[config.mk]
export PLATFORM = sky130hd
export DESIGN_NAME = q_pulse_serializer
export DESIGN_NICKNAME = d
export VERILOG_FILES = /design/src/rtl/q_pulse_serializer.sv
export SDC_FILE = /design/constraint.sdc
export NUM_CORES = 1
export LEC_CHECK = 0
export ABC_AREA = 1
export BUFFER_PORTS_ARGS = -buffer_cell sky130_fd_sc_hd__buf_2
export CAP_MARGIN = 15
export CELL_PAD_IN_SITES_DETAIL_PLACEMENT = 1
export CELL_PAD_IN_SITES_GLOBAL_PLACEMENT = 2
export CORE_AREA = 2 2 62 94
export CTS_CLUSTER_SIZE = 14
export DETAILED_ROUTE_END_ITERATION = 10
export DIE_AREA = 0 0 64 96
export PLACE_DENSITY = 0.73
export SLEW_MARGIN = 0
export SYNTH_ARGS = -nofsm -noshare
export SYNTH_HDL_FRONTEND = slang
export SYNTH_SLANG_ARGS = --single-unit
[constraint.sdc]
create_clock -name clk -period 1.4 [get_ports clk]
set_input_delay 0.07 -clock clk [delete_from_list [all_inputs] [get_ports clk]]
set_output_delay 0.07 -clock clk [all_outputs]
set_load 0.005 [all_outputs]
[src/rtl/q_pulse_serializer.sv]
// Serialized-charge pulse transmitter: emits one fixed-width pulse per Q_PER_PULSE units
// of captured charge, then a low end-of-frame gap followed by a one-cycle frame_done strobe.
module q_pulse_serializer #(
    parameter int BUS_WIDTH      = 10,
    parameter int Q_PER_PULSE    = 10,
    parameter int PULSE_DURATION = 3,
    parameter int GAP_DURATION   = 2,
    parameter int FRAME_GAP      = 8
) (
    input  logic                 clk,
    input  logic                 rst,
    input  logic                 load,
    input  logic [BUS_WIDTH-1:0] q_value,
    output logic                 q_serialized,
    output logic                 busy,
    output logic                 frame_done
);

    localparam int CNT_MAX_PG = (PULSE_DURATION > GAP_DURATION) ? PULSE_DURATION : GAP_DURATION;
    localparam int CNT_MAX    = (CNT_MAX_PG > FRAME_GAP) ? CNT_MAX_PG : FRAME_GAP;
    localparam int CNT_W      = $clog2(CNT_MAX + 1);

    localparam logic [1:0] S_IDLE      = 2'd0;
    localparam logic [1:0] S_HIGH      = 2'd1;
    localparam logic [1:0] S_GAP       = 2'd2;
    localparam logic [1:0] S_FRAME_END = 2'd3;

    localparam logic [BUS_WIDTH-1:0] QUANTUM    = BUS_WIDTH'(Q_PER_PULSE);
    localparam logic [CNT_W-1:0]     PULSE_LAST = CNT_W'(PULSE_DURATION - 1);
    localparam logic [CNT_W-1:0]     GAP_LAST   = CNT_W'(GAP_DURATION - 1);
    localparam logic [CNT_W-1:0]     FGAP_LAST  = CNT_W'(FRAME_GAP - 1);

    logic [1:0]           state, state_n;
    logic [CNT_W-1:0]     cnt, cnt_n;
    logic [BUS_WIDTH-1:0] remaining, remaining_n;
    logic                 done_n;

    // Only called after a >= QUANTUM check, so the result never wraps.
    function automatic logic [BUS_WIDTH-1:0] take_quantum(input logic [BUS_WIDTH-1:0] charge);
        return charge - QUANTUM;
    endfunction

    always_comb begin
        state_n     = state;
        cnt_n       = cnt;
        remaining_n = remaining;
        done_n      = 1'b0;
        case (state)
            S_IDLE: begin
                if (load) begin
                    if (q_value >= QUANTUM) begin
                        state_n     = S_HIGH;
                        cnt_n       = PULSE_LAST;
                        remaining_n = take_quantum(q_value);
                    end else begin
                        state_n     = S_FRAME_END;
                        cnt_n       = FGAP_LAST;
                        remaining_n = q_value;
                    end
                end
            end
            S_HIGH: begin
                if (cnt == '0) begin
                    if (remaining >= QUANTUM) begin
                        state_n = S_GAP;
                        cnt_n   = GAP_LAST;
                    end else begin
                        state_n = S_FRAME_END;
                        cnt_n   = FGAP_LAST;
                    end
                end else begin
                    cnt_n = cnt - CNT_W'(1);
                end
            end
            S_GAP: begin
                if (cnt == '0) begin
                    state_n     = S_HIGH;
                    cnt_n       = PULSE_LAST;
                    remaining_n = take_quantum(remaining);
                end else begin
                    cnt_n = cnt - CNT_W'(1);
                end
            end
            default: begin
                // Residual charge is dropped here so it never leaks into the next frame.
                if (cnt == '0) begin
                    state_n     = S_IDLE;
                    cnt_n       = '0;
                    remaining_n = '0;
                    done_n      = 1'b1;
                end else begin
                    cnt_n = cnt - CNT_W'(1);
                end
            end
        endcase
    end

    // Outputs are registered from the next state, so the line follows the FSM with no input-to-output path.
    always_ff @(posedge clk or posedge rst) begin
        if (rst) begin
            state        <= S_IDLE;
            cnt          <= '0;
            remaining    <= '0;
            q_serialized <= 1'b0;
            busy         <= 1'b0;
            frame_done   <= 1'b0;
        end else begin
            state        <= state_n;
            cnt          <= cnt_n;
            remaining    <= remaining_n;
            q_serialized <= (state_n == S_HIGH);
            busy         <= (state_n != S_IDLE);
            frame_done   <= done_n;
        end
    end

endmodule

==> impl_metrics.ini <==
[run_status]
status = complete, but fails checks
violations = setup timing

[floorplan]
die_area_um2 = 6140
dieHeight_um = 96
initial_utilization = 0.284
rows = 33
ioPinCount = 16
die-width_um = 64
coreArea_um2 = 5330

[synth]
synthSimpleGateAreaFrac = 0.352
syn_nets = 250
synth_fa_ha_area_frac = 0.0662
synth_mux_area_frac = 0
synth-seq-cells = 18
yosysWarnings = 0
syn_avg_cell_area_um2 = 6.61
synth_xor_area_frac = 0.0289
synth-compound-area-share = 0.140
ys_seq_area_frac = 0.298
synthCells = 229
synth_cell_type_count = 26
synth_area_um2 = 1510
synth_top_family_by_area = simple AND/OR/NAND/NOR gates

[final_layout]
antenna_cells = 0
areaGrowthSynthToFinish_pct = 44.0
nets = 305
layout.cells.most_common = nand2_1
drive_above_1_share = 0.413
final_util = 0.409
final_cell_mix = nand2_1, buf_4, inv_1, nor2_1
final_cell_area_um2 = 2180
n_fill_cell = 686

[power_and_ir_drop]
total_leakage_power_nw = 1.10
p_per_area_nw_per_um2 = 2430
peakVddDrop_mv = 0.899

[sta]
clock_skew_ns = 0.00298
hold_viol_final = 0
slew_headroom = 0.772
drv_slew = 0
period_minus_slack_ns = 1.47
setup_ws_ns = -0.0688
tightest_slew_ns = 0.339
period_share = 1.05
setup_viol = 11
max_clock_freq_ghz = 0.681
rsz0062_at_grt = true

[global_routing]
grt_pass1_vias = 1759
grt_max_degree = 19
grt_overflow = 0
antenna_found_initial = 0
grt_pass1_wl_um = 8070
track_usage = 0.171

[worst_setup_path]
critical_path_arrival_ns = 1.65
start_kind = flip-flop
cp-end-kind = flip-flop
crit_fanout = 11
rrSetupSlack_ns = -0.07
required_ns = 1.59
crit_type = flip-flop to flip-flop

[cts]
clock_latency_ns = 0.26
cts_sinks = 18
clockRootBuffer = clkbuf_8
clk_pin_slew_ns = 0.07
cts_tree = done
cts_buffers = 3
cts_max_level = 1
clock_path_buffers = 2

[route]
wl_per_cell_um = 13.6
vias = 1646
wl_met3_um = 67
wl_met1_um = 1840
drt_iter0_drc = 49
wirelength_um = 4810
dr.max_layer_used = met4
vias_per_cell = 4.66
drc_errors = 0
dr.pass1.iters = 4
met2_length_um = 2780
ant_nets = 0

[worst_hold_path]
hold_path.class = input port to flip-flop

[placement]
place_ws_ns = -0.102
io_buffer_count = 14
place.gp.congestion = 0.773
placed_area_um2 = 1910
hpwl_um = 3740

[job]
maxCapViolCount = 0
cells by family (layout without fill, tap and decap cells):
group	count (synthesis)	after routing
adder cells (fa/ha/maj)	8	8
XOR/XNOR	5	5
buffers and inverters	42	96
AO/OA/AOI/OAI	35	35
AND/OR/NAND/NOR	121	121
flip-flops	18	18
synthesized netlist by cell type:
master    instances  area (um^2)
a22oi_1           2         15.0
nor2_1           29          109
a31oi_1           2         12.5
inv_2             3         11.3
nand2_2           2         12.5
nand3_1          17         85.1
dfrtp_1          18          450
nor2_4            1         11.3
o21ai_0          13         65.1
a21oi_2           5         43.8
inv_1            34          128
ha_1              8          100
nand4_1           6         37.5
xnor2_1           2         17.5
xor2_1            3         26.3
clkbuf_1          3         11.3
buf_8             1         15.0
nand2_4           1         11.3
clkinv_4          1         8.76
a31oi_2           1         12.5
nor2_2            1         6.26
o211ai_1          1         7.51
nand3_2           1         10.0
nand2_1          62          233
nand3_4           1         17.5
a21oi_1          11         55.1
final cells by class:
type / instances / area [um^2] / area share
Timing Repair Buffer: 54 / 384 / 0.176
Tap cell: 70 / 87.6 / 0.0402
Sequential cell: 18 / 453 / 0.208
Inverter: 38 / 155 / 0.0712
Clock buffer: 4 / 55.1 / 0.0253
Multi-Input combinational cell: 169 / 1040 / 0.479
per-stage QoR:
step | total power, mW | hold slack (ns) | cells | TNS (ns)
3_3_place_gp | 4.09 | 0.111 | 341 | -0.167
6_report | 5.29 | 0.156 | 353 | -0.403
3_5_place_dp | 4.17 | 0.120 | 341 | -0.618
4_1_cts | 5.01 | 0.154 | 349 | -0.341
2_1_floorplan | 3.01 | 0.00857 | 229 | -0.127
5_1_grt | 5.83 | 0.172 | 353 | -1.68
repair_timing:
item / CTS / global route
hold buffers: 1 / 0
pin swaps: 9 / 5
endpoints found under the setup margin: 15 / 17
cloned: 0 / 0
resized for setup: 24 / 22
setup buffers: 3 / 4
endpoints found under the hold margin: 18 / 0
registers in the layout, indices dropped and copies added, names as in the netlist:
register / count
busy: 1
cnt: 4
frame_done: 1
q_serialized: 1
remaining: 9
state: 2
worst max-delay path: stages, from the launching register on:
cell,delay [ns]
dfrtp_1,0.39
inv_2,0.08
ha_4,0.15
nand3_4,0.10
nand2_2,0.09
nand2_2,0.06
nor2_4,0.14
nand2_8,0.11
clkinv_8,0.10
nor2_2,0.04
a31oi_1,0.12
power by group:
group | internal [mW] | switching [mW]
Sequential | 0.780 | 0.196
Combinational | 1.71 | 2.16
Clock | 0.250 | 0.192
final timing paths:
| path | from | end | cells after the start |
|---|---|---|---|
| setup reg to reg | cnt[1] | remaining[5] | 10 |
| max in group asynchronous | rst | remaining[3] | 4 |
| min in group asynchronous | rst | remaining[7] | 4 |
| setup / recovery | cnt[1] | remaining[5] | 10 |
| hold / removal | q_value[1] | remaining[1] | 4 |
| hold reg to reg | remaining[4] | remaining[4] | 2 |
metal layers:
layer | up-vias | global-route usage
met5 | - | 0
met4 | 0 | 0.0725
met3 | 9 | 0.0164
met2 | 16 | 0.350
met1 | 788 | 0.171
li1 | 833 | -
Power figures use the tool's default switching activity.
